**config.mk**
```make
export PLATFORM = sky130hd
export DESIGN_NAME = stage_one_arith_flat
export DESIGN_NICKNAME = d
export VERILOG_FILES = /design/src/rtl/stage_one_arith_if.sv /design/src/rtl/stage_one_arith.sv /design/src/flat_wrapper.sv
export SDC_FILE = /design/constraint.sdc
export NUM_CORES = 2
export LEC_CHECK = 0
export CAP_MARGIN = 15
export CORE_ASPECT_RATIO = 1.2
export CORE_MARGIN = 2
export CORE_UTILIZATION = 33
export CTS_BUF_LIST = sky130_fd_sc_hd__clkbuf_4
export DETAILED_ROUTE_END_ITERATION = 8
export GPL_TIMING_DRIVEN = 0
export PLACE_DENSITY_LB_ADDON = 0.05
export SYNTH_ARGS = -nofsm -noshare
export SYNTH_HDL_FRONTEND = slang
export SYNTH_SLANG_ARGS = --single-unit
export TNS_END_PERCENT = 1
```
**constraint.sdc**
```tcl
create_clock -name clk -period 6.2 [get_ports clk]
set_input_delay 0.93 -clock clk [delete_from_list [all_inputs] [get_ports clk]]
set_output_delay 0.93 -clock clk [all_outputs]
set_load 0.1 [all_outputs]
```
**src/rtl/stage_one_arith_if.sv**
```systemverilog
// stage_one_arith_if: bundles the multiplier, adder/subtractor and timer signals of
// stage_one_arith.
//   master modport: driven by the stage controller (operands, enables, timer control)
//   slave  modport: stage_one_arith itself (mul_result, as_result, dly_done)
// Optional macro STAGE_ONE_ARITH_ADDSUB_OVF_EN adds the as_overflow signal.
interface stage_one_arith_if #(
   parameter int unsigned FLT_DATA_WIDTH = 32,
   parameter int unsigned CRD_DATA_WIDTH = 24,
   parameter int unsigned COUNTER_WIDTH  = 10
);
   logic                      mul_en;
   logic [FLT_DATA_WIDTH-1:0] mul_a;
   logic [FLT_DATA_WIDTH-1:0] mul_b;
   logic [FLT_DATA_WIDTH-1:0] mul_result;
   logic                      as_add_sub;
   logic [CRD_DATA_WIDTH-1:0] as_a;
   logic [CRD_DATA_WIDTH-1:0] as_b;
   logic [CRD_DATA_WIDTH-1:0] as_result;
`ifdef STAGE_ONE_ARITH_ADDSUB_OVF_EN
   logic                      as_overflow;
`endif
   logic                      dly_start;
   logic [COUNTER_WIDTH-1:0]  dly_max;
   logic                      dly_done;

   modport master (
      output mul_en, mul_a, mul_b, as_add_sub, as_a, as_b, dly_start, dly_max,
`ifdef STAGE_ONE_ARITH_ADDSUB_OVF_EN
      input  as_overflow,
`endif
      input  mul_result, as_result, dly_done
   );

   modport slave (
      input  mul_en, mul_a, mul_b, as_add_sub, as_a, as_b, dly_start, dly_max,
`ifdef STAGE_ONE_ARITH_ADDSUB_OVF_EN
      output as_overflow,
`endif
      output mul_result, as_result, dly_done
   );
endinterface

```
**src/rtl/stage_one_arith.sv**
```systemverilog
// stage_one_arith: arithmetic support for the first CORDIC stage.
//   - 3-stage pipelined single-precision multiplier (mul_en stalls all stages)
//   - combinational 24-bit add/subtract, wrap-around
//   - programmable delay timer, saturating at dly_max
// Ports:
//   clk  rising-edge clock
//   rst  synchronous active-high reset
//   bus  stage_one_arith_if.slave (mul_*, as_*, dly_* signals)
// Optional macro STAGE_ONE_ARITH_ADDSUB_OVF_EN drives bus.as_overflow (signed overflow flag).
module stage_one_arith #(
   parameter int unsigned FLT_DATA_WIDTH = 32,
   parameter int unsigned CRD_DATA_WIDTH = 24,
   parameter int unsigned COUNTER_WIDTH  = 10
) (
   input logic              clk,
   input logic              rst,
   stage_one_arith_if.slave bus
);
   localparam int unsigned FRAC_W = FLT_DATA_WIDTH - 9;
   localparam int unsigned MANT_W = FRAC_W + 1;
   localparam int unsigned PROD_W = 2 * MANT_W;
   localparam logic [FLT_DATA_WIDTH-1:0] QNAN = FLT_DATA_WIDTH'(32'h7FC0_0000);

   // ---------------- Multiplier stage 1: unpack and classify ----------------
   logic              a_sign, b_sign;
   logic [7:0]        a_exp, b_exp;
   logic [FRAC_W-1:0] a_frac, b_frac;
   logic              a_zero, b_zero, a_inf, b_inf, a_nan, b_nan;

   assign {a_sign, a_exp, a_frac} = bus.mul_a;
   assign {b_sign, b_exp, b_frac} = bus.mul_b;

   // Subnormals count as zero
   assign a_zero = (a_exp == 8'h00);
   assign b_zero = (b_exp == 8'h00);
   assign a_inf  = (a_exp == 8'hFF) && (a_frac == '0);
   assign b_inf  = (b_exp == 8'hFF) && (b_frac == '0);
   assign a_nan  = (a_exp == 8'hFF) && (a_frac != '0);
   assign b_nan  = (b_exp == 8'hFF) && (b_frac != '0);

   logic              s1_sign, s1_nan, s1_inf, s1_zero;
   logic signed [9:0] s1_exp;
   logic [MANT_W-1:0] s1_ma, s1_mb;

   always_ff @(posedge clk) begin
      if (rst) begin
         s1_sign <= 1'b0;
         s1_nan  <= 1'b0;
         s1_inf  <= 1'b0;
         s1_zero <= 1'b0;
         s1_exp  <= '0;
         s1_ma   <= '0;
         s1_mb   <= '0;
      end else if (bus.mul_en) begin
         s1_sign <= a_sign ^ b_sign;
         s1_nan  <= a_nan | b_nan | (a_inf & b_zero) | (b_inf & a_zero);
         s1_inf  <= a_inf | b_inf;
         s1_zero <= a_zero | b_zero;
         s1_exp  <= $signed({2'b00, a_exp}) + $signed({2'b00, b_exp}) - 10'sd127;
         s1_ma   <= {1'b1, a_frac};
         s1_mb   <= {1'b1, b_frac};
      end
   end

   // ---------------- Multiplier stage 2: mantissa product ----------------
   logic              s2_sign, s2_nan, s2_inf, s2_zero;
   logic signed [9:0] s2_exp;
   logic [PROD_W-1:0] s2_prod;

   always_ff @(posedge clk) begin
      if (rst) begin
         s2_sign <= 1'b0;
         s2_nan  <= 1'b0;
         s2_inf  <= 1'b0;
         s2_zero <= 1'b0;
         s2_exp  <= '0;
         s2_prod <= '0;
      end else if (bus.mul_en) begin
         s2_sign <= s1_sign;
         s2_nan  <= s1_nan;
         s2_inf  <= s1_inf;
         s2_zero <= s1_zero;
         s2_exp  <= s1_exp;
         s2_prod <= PROD_W'(s1_ma) * PROD_W'(s1_mb);
      end
   end

   // ---------------- Multiplier stage 3: normalize, round, pack ----------------
   logic                      norm_hi, guard, sticky, round_up;
   logic [FRAC_W-1:0]         mant;
   logic [MANT_W-1:0]         mant_inc;
   logic signed [9:0]         exp_adj;
   logic [FLT_DATA_WIDTH-1:0] res_d, mul_result_q;

   always_comb begin
      norm_hi = s2_prod[PROD_W-1];
      mant    = s2_prod[PROD_W-3 -: FRAC_W];
      guard   = s2_prod[PROD_W-3-FRAC_W];
      sticky  = |s2_prod[PROD_W-4-FRAC_W:0];
      // Product in [2,4): take one bit higher and bump the exponent
      if (norm_hi) begin
         mant   = s2_prod[PROD_W-2 -: FRAC_W];
         guard  = s2_prod[PROD_W-2-FRAC_W];
         sticky = |s2_prod[PROD_W-3-FRAC_W:0];
      end
      round_up = guard & (sticky | mant[0]);
      mant_inc = {1'b0, mant} + MANT_W'(round_up);
      // Rounding carry-out leaves fraction bits at zero, only the exponent moves
      exp_adj  = s2_exp + $signed({9'b0, norm_hi}) + $signed({9'b0, mant_inc[FRAC_W]});

      res_d = {s2_sign, exp_adj[7:0], mant_inc[FRAC_W-1:0]};
      if (s2_nan) begin
         res_d = QNAN;
      end else if (s2_inf) begin
         res_d = {s2_sign, 8'hFF, FRAC_W'(0)};
      end else if (s2_zero || (exp_adj < 10'sd1)) begin
         res_d = {s2_sign, (FLT_DATA_WIDTH-1)'(0)};
      end else if (exp_adj > 10'sd254) begin
         res_d = {s2_sign, 8'hFF, FRAC_W'(0)};
      end
   end

   always_ff @(posedge clk) begin
      if (rst) begin
         mul_result_q <= '0;
      end else if (bus.mul_en) begin
         mul_result_q <= res_d;
      end
   end

   assign bus.mul_result = mul_result_q;

   // ---------------- Adder / subtractor ----------------
   logic [CRD_DATA_WIDTH-1:0] as_sum;

   assign as_sum        = bus.as_add_sub ? (bus.as_a + bus.as_b) : (bus.as_a - bus.as_b);
   assign bus.as_result = as_sum;

`ifdef STAGE_ONE_ARITH_ADDSUB_OVF_EN
   localparam int unsigned MSB = CRD_DATA_WIDTH - 1;
   // Add overflows with like-signed operands, subtract with unlike-signed ones
   assign bus.as_overflow = (bus.as_add_sub ? (bus.as_a[MSB] == bus.as_b[MSB])
                                            : (bus.as_a[MSB] != bus.as_b[MSB]))
                            && (as_sum[MSB] != bus.as_a[MSB]);
`endif

   // ---------------- Delay timer ----------------
   logic [COUNTER_WIDTH-1:0] count_q, count_d;
   logic                     done_q, done_d;

   always_comb begin
      count_d = count_q;
      done_d  = done_q;
      if (bus.dly_start) begin
         count_d = '0;
         done_d  = 1'b0;
      end else if (count_q >= bus.dly_max) begin
         // At or beyond the terminal count (dly_max may have dropped): freeze
         done_d = 1'b1;
      end else begin
         count_d = count_q + 1'b1;
         if (count_d == bus.dly_max) begin
            done_d = 1'b1;
         end
      end
   end

   always_ff @(posedge clk) begin
      if (rst) begin
         count_q <= '0;
         done_q  <= 1'b0;
      end else begin
         count_q <= count_d;
         done_q  <= done_d;
      end
   end

   assign bus.dly_done = done_q;

endmodule

```
**src/flat_wrapper.sv**
```systemverilog
// flat-port wrapper written by rule: the top's interface ports become plain ports
module stage_one_arith_flat 
#(
   parameter int unsigned FLT_DATA_WIDTH = 32,
   parameter int unsigned CRD_DATA_WIDTH = 24,
   parameter int unsigned COUNTER_WIDTH  = 10
)
  (clk, rst, bus_mul_en, bus_mul_a, bus_mul_b, bus_as_add_sub, bus_as_a, bus_as_b, bus_dly_start, bus_dly_max, bus_mul_result, bus_as_result, bus_dly_done);
  stage_one_arith_if #(.FLT_DATA_WIDTH(FLT_DATA_WIDTH), .CRD_DATA_WIDTH(CRD_DATA_WIDTH), .COUNTER_WIDTH(COUNTER_WIDTH)) bus_i ();
  input logic clk;
  input logic rst;
  input wire logic [$bits(bus_i.mul_en)-1:0] bus_mul_en;
  input wire logic [$bits(bus_i.mul_a)-1:0] bus_mul_a;
  input wire logic [$bits(bus_i.mul_b)-1:0] bus_mul_b;
  input wire logic [$bits(bus_i.as_add_sub)-1:0] bus_as_add_sub;
  input wire logic [$bits(bus_i.as_a)-1:0] bus_as_a;
  input wire logic [$bits(bus_i.as_b)-1:0] bus_as_b;
  input wire logic [$bits(bus_i.dly_start)-1:0] bus_dly_start;
  input wire logic [$bits(bus_i.dly_max)-1:0] bus_dly_max;
  output wire logic [$bits(bus_i.mul_result)-1:0] bus_mul_result;
  output wire logic [$bits(bus_i.as_result)-1:0] bus_as_result;
  output wire logic [$bits(bus_i.dly_done)-1:0] bus_dly_done;
  assign bus_i.mul_en = bus_mul_en;
  assign bus_i.mul_a = bus_mul_a;
  assign bus_i.mul_b = bus_mul_b;
  assign bus_i.as_add_sub = bus_as_add_sub;
  assign bus_i.as_a = bus_as_a;
  assign bus_i.as_b = bus_as_b;
  assign bus_i.dly_start = bus_dly_start;
  assign bus_i.dly_max = bus_dly_max;
  assign bus_mul_result = bus_i.mul_result;
  assign bus_as_result = bus_i.as_result;
  assign bus_dly_done = bus_i.dly_done;
  stage_one_arith #(.FLT_DATA_WIDTH(FLT_DATA_WIDTH), .CRD_DATA_WIDTH(CRD_DATA_WIDTH), .COUNTER_WIDTH(COUNTER_WIDTH)) u_core (.clk(clk), .rst(rst), .bus(bus_i));
endmodule
```
# Word-level counts from Yosys, hierarchy flattened
# Index checks and enable logic that the tools add are counted.
[totals]
reg_bits = 167
input_bits = 127
output_inout_bits = 57
word_cells = 66
[op_classes]
n_addsub = 8
n_mul = 1
magnitude_cmp = 3
n_eq_ne = 3
n_mux = 10
bitwise = 10
n_reduce_logical = 15
[ops]
columns = ["operator", "count"]
rows = [
  ["31-bit 2-to-1 mux", 3],
  ["24-bit by 24-bit multiplier with 48-bit output", 1],
  ["23-bit zero test", 2],
  ["23-bit nonzero test", 2],
  ["32-bit 2-to-1 mux", 1],
  ["23-bit by 1-bit adder with 24-bit output", 1],
  ["24-bit adder", 1],
  ["24-bit 2-to-1 mux", 1],
  ["24-bit subtractor", 1],
  ["23-bit 2-to-1 mux", 1],
  ["23-bit OR reduction", 1],
  ["22-bit OR reduction", 1],
  ["10-bit by 2-bit adder with 10-bit output", 2],
  ["8-bit equality test (second input constant)", 2],
  ["8-bit zero test", 2],
  ["10-bit by 1-bit adder with 10-bit output (second input constant)", 1],
  ["10-bit equality test", 1],
  ["10-bit >= comparator", 1],
  ["10-bit by 9-bit greater-than comparator with 1-bit output (second input constant)", 1],
  ["10-bit by 2-bit less-than comparator with 1-bit output (second input constant)", 1],
  ["10-bit by 8-bit subtractor with 10-bit output (second input constant)", 1],
  ["8-bit by 8-bit adder with 9-bit output", 1],
  ["1-bit OR", 6],
  ["1-bit logical AND", 4],
  ["6 further kinds", 11],
]

# Depth between registers and ports, before layout
[logic_depth]
depth_word = 11
ltp_mapped = 28
depth_no_buf = 25

# Least setup slack after synthesis
# OpenSTA, ideal clock, no wires.
[synth_path]
kind = "reg2reg"
start = "reg u_core.s1_mb[3]"
end = "reg u_core.s2_prod[43]"
setup_ns = 0.117
arrival_ns = 6.669
required_ns = 6.083
path_slack_ns = -0.586
path_stages_with_launch = 29
n_path_buf = 3
period_less_slack_ns = 6.786
path_cell_list = "dfxtp_1 clkbuf_1 clkbuf_1 nand2_1 fa_1 inv_1 fa_1 inv_1 fa_1 inv_1 fa_1 inv_1 fa_1 inv_1 fa_1 inv_1 fa_1 inv_1 ha_1 clkbuf_1 a21o_1 a31oi_1 o2bb2ai_1 and4b_1 nor2_1 a21oi_1 a21oi_1 or3_1 a32o_1"
[synth_between]
elab_chain_len = 1
[synth_rtl]
columns = ["item", "line", "text"]
rows = [
  ["from (decl)", "stage_one_arith.sv:43", "logic [MANT_W-1:0] s1_ma, s1_mb;"],
  ["from (signal assigned)", "stage_one_arith.sv:61", "s1_mb <= {1'b1, b_frac};"],
  ["24-bit by 24-bit multiplier with 48-bit output", "stage_one_arith.sv:84", "s2_prod <= PROD_W'(s1_ma) * PROD_W'(s1_mb);"],
  ["to (signal assigned)", "stage_one_arith.sv:84", ""],
  ["to (decl)", "stage_one_arith.sv:68", "logic [PROD_W-1:0] s2_prod;"],
]
# Every way passes these cells.
# A chain may end at the register's enable or synchronous reset.

# Final worst setup path
[layout_path]
start = "reg u_core.s1_ma[11]"
end = "reg u_core.s2_prod[45]"
[layout_between]
elab_chain_len = 1
[layout_rtl]
columns = ["item", "line", "text"]
rows = [
  ["from (decl)", "stage_one_arith.sv:43", ""],
  ["from (signal assigned)", "stage_one_arith.sv:60", "s1_ma <= {1'b1, a_frac};"],
  ["24-bit by 24-bit multiplier with 48-bit output", "stage_one_arith.sv:84", ""],
]
# Every way passes these cells.

==> qor.csv <==
metric;value;unit
synth_seq_cells;166;
crit_required;6.88;ns
grt-ovfl-total;0;
cp-start-kind;register;
violations;negative setup slack;
ys_top_cells_by_count;inv_1 (590), fa_1 (485), nand2_1 (401);
path_clk_slew;0.18;ns
tightest_slew;1.17;ns
die_w;272;um
wl;111;mm
place_hpwl;89.9;mm
dr.pass1.iters;6;
setup_viol;28;
cts.sinks;166;
grt_pass1_vias;25700;
relSlewSlack;21.9;%
crit_arrival;7.65;ns
start_util;33.2;%
yosys.area_share.simple;18.2;%
grt_pass1_wl;166;mm
synth_nets;4159;
maxClockFrequency;144;MHz
die_height;326;um
synth_top_area_cell;fa_1;
rsz0062_at_grt;true;
syn_avg_cell_area;8.58;um2
timing.setup.tns;-12.05;ns
tritoncts;done;
drt.antenna.violating_nets;0;
placement.io_buffers;182;
drc_errors;0;
grt_max_degree;18;
clk_latency;0.76;ns
drv_cap;0;
final_cells;4767;
post-place-ws;-2.37;ns
final.setup.worst_slack;-0.769;ns
core_area;86100;um2
status;finished with violations;
mappedNetlistArea;28500;um2
criticalPathCategory;register to register;
yosysWarnings;0;
drt-wirelength-per-cell;23.2;um
placed_cells;4649;
cts-hold-fix-buffers;0;
final-hold-violation-count;0;
die_area;88900;um2
fin_crit_sh;112;%
hp-start;u_core.s1_exp[9];
fin_crit;6.97;ns
synth_flop_cell;dfxtp_1;
synth_compound_area_share;8.74;%
endpoint_kind;register;
synth_fa_ha_area_share;43.7;%
async_flop_share;0;%
ir_drop;0.329;mV
htreeDepth;4;
synth_most_common_cell;inv_1;
synth_top_family_by_area;adder cells;
place.gp.congestion;0.939;
area_growth_syn_to_layout;21.3;%
synth.mux.area_fraction;3.58;%
clock_skew;0.0300;ns
antenna_found_initial;9;
synthTopCellsByArea;fa_1 (34%), dfxtp_1 (12%), ha_1 (9.6%);
synth_edf_count;0;
p_per_area;162;nW/um2
p_leak;0.0160;uW
synth_top_area_share;34.0;%
clockBufferDepth;2;
reg2reg_setup_slack;-0.77;ns
fin_hold_ws;0.479;ns
drv_slew;0;
synth_xor_area_share;4.08;%
cts_made_buffers;17;
fin_nets;4435;
grt_use_total;25.4;%
ys_types;68;
r2r_start;u_core.s1_ma[11];
crit_start;u_core.s1_ma[11];
viasPerCell;5.02;
drt_iter0_drc;1248;
hp-class;register to register;
synthCells;3327;
rows;118;
vias;23900;
io_pins;184;
cts_root_buf;clkbuf_4;
drive_above_1_share;12.0;%
worstPathMaxFanout;10;
yosysSeqAreaShare;11.6;%
==> sequential cells by signal (all words and copies together), names as in the netlist, 10 cells and up <==
signal	count
u_core.s1_mb	24
u_core.bus.mul_result	32
u_core.count_q	10
u_core.s2_exp	10
u_core.s1_exp	10
u_core.s1_ma	23
u_core.s2_prod	48
==> per-layer routing <==
metal	wire (um)	track usage, %
met5	13	0
met1	45400	31.2
met3	4180	2.71
met4	4800	9.82
met2	56300	45.4
==> critical path: stages, from the launching register on <==
cell and delay, ns:
dfxtp_4 0.42, clkbuf_8 0.21, and2_1 0.17, fa_1 0.49
fa_1 0.55, inv_1 0.05, fa_1 0.49, fa_1 0.50
inv_1 0.05, fa_1 0.48, fa_1 0.58, inv_1 0.08
fa_1 0.57, inv_2 0.06, ha_4 0.21, buf_6 0.14
a211oi_4 0.23, o21bai_2 0.13, buf_4 0.15, buf_4 0.14
o311ai_4 0.32, a31o_4 0.23, a21oi_4 0.06, or3_1 0.32
a32o_1 0.25
==> area by class of cell <==
type	count	area [um2]
clock buffers	18	135
fillers	8735	51500
multi-input cells	2401	23100
diodes	11	27.5
inverters	591	2220
clock inverters	14	184
repair buffers	264	2520
flip-flops and latches	166	3460
plain buffers	162	1550
well taps	1140	1430
==> what timing repair did <==
action | 4_1_cts | 5_1_grt
resized for setup | 442 | 117
buffers inserted | 65 | 16
pin swaps | 47 | 50
setup endpoints to repair | 51 | 47
cloned | 1 | 0
endpoints found under the hold margin | 0 | 0
==> path summary, 6_finish.rpt <==
| check | endpoint | depth (start not counted) |
|---|---|---|
| max | u_core.s2_prod[45] | 24 |
| min | u_core.s1_exp[9] | 2 |
| max reg2reg | u_core.s2_prod[45] | 24 |
| min reg2reg | u_core.s1_exp[9] | 2 |
==> logic make-up (layout without fill, tap and decap cells) <==
logic type / Yosys count / in the layout
and+or+nand+nor: 1078 / 1078
buffers and inverters: 760 / 1049
adders and majority gates: 705 / 705
AOI/OAI and AO/OA: 384 / 384
DFF: 166 / 166
xor gates and xnor gates: 133 / 133
muxes: 101 / 101
other: 0 / 11
==> through the flow <==
stage          instance area (um2)  util, %  power [uW]
6_report                     34600     40.2        5600
5_1_grt                      34600     40.2        5980
4_1_cts                      34200     39.7        5540
3_5_place_dp                 31900     37.1        4470
3_3_place_gp                 31900     37.1        4470
2_1_floorplan                28700        -        3360
==> cells in the final DEF (no fill, tap or decap), types with 35 or more instances in the layout <==
| cell | n |
|---|---|
| a21oi_1 | 98 |
| and2_1 | 289 |
| buf_4 | 83 |
| clkbuf_1 | 46 |
| clkbuf_4 | 35 |
| clkdlybuf4s50_1 | 166 |
| dfxtp_1 | 125 |
| fa_1 | 470 |
| ha_1 | 202 |
| inv_1 | 575 |
| mux2i_1 | 93 |
| nand2_1 | 394 |
| nor2_1 | 199 |
| o21ai_0 | 48 |
| xnor2_1 | 93 |
| xor2_1 | 35 |
==> power breakdown <==
part	total, uW	switching, uW	internal (uW)
registers	1290	130	1160
logic	3550	2230	1320
clock network	757	492	265
Note: power is estimated with default switching activity, not from simulation.
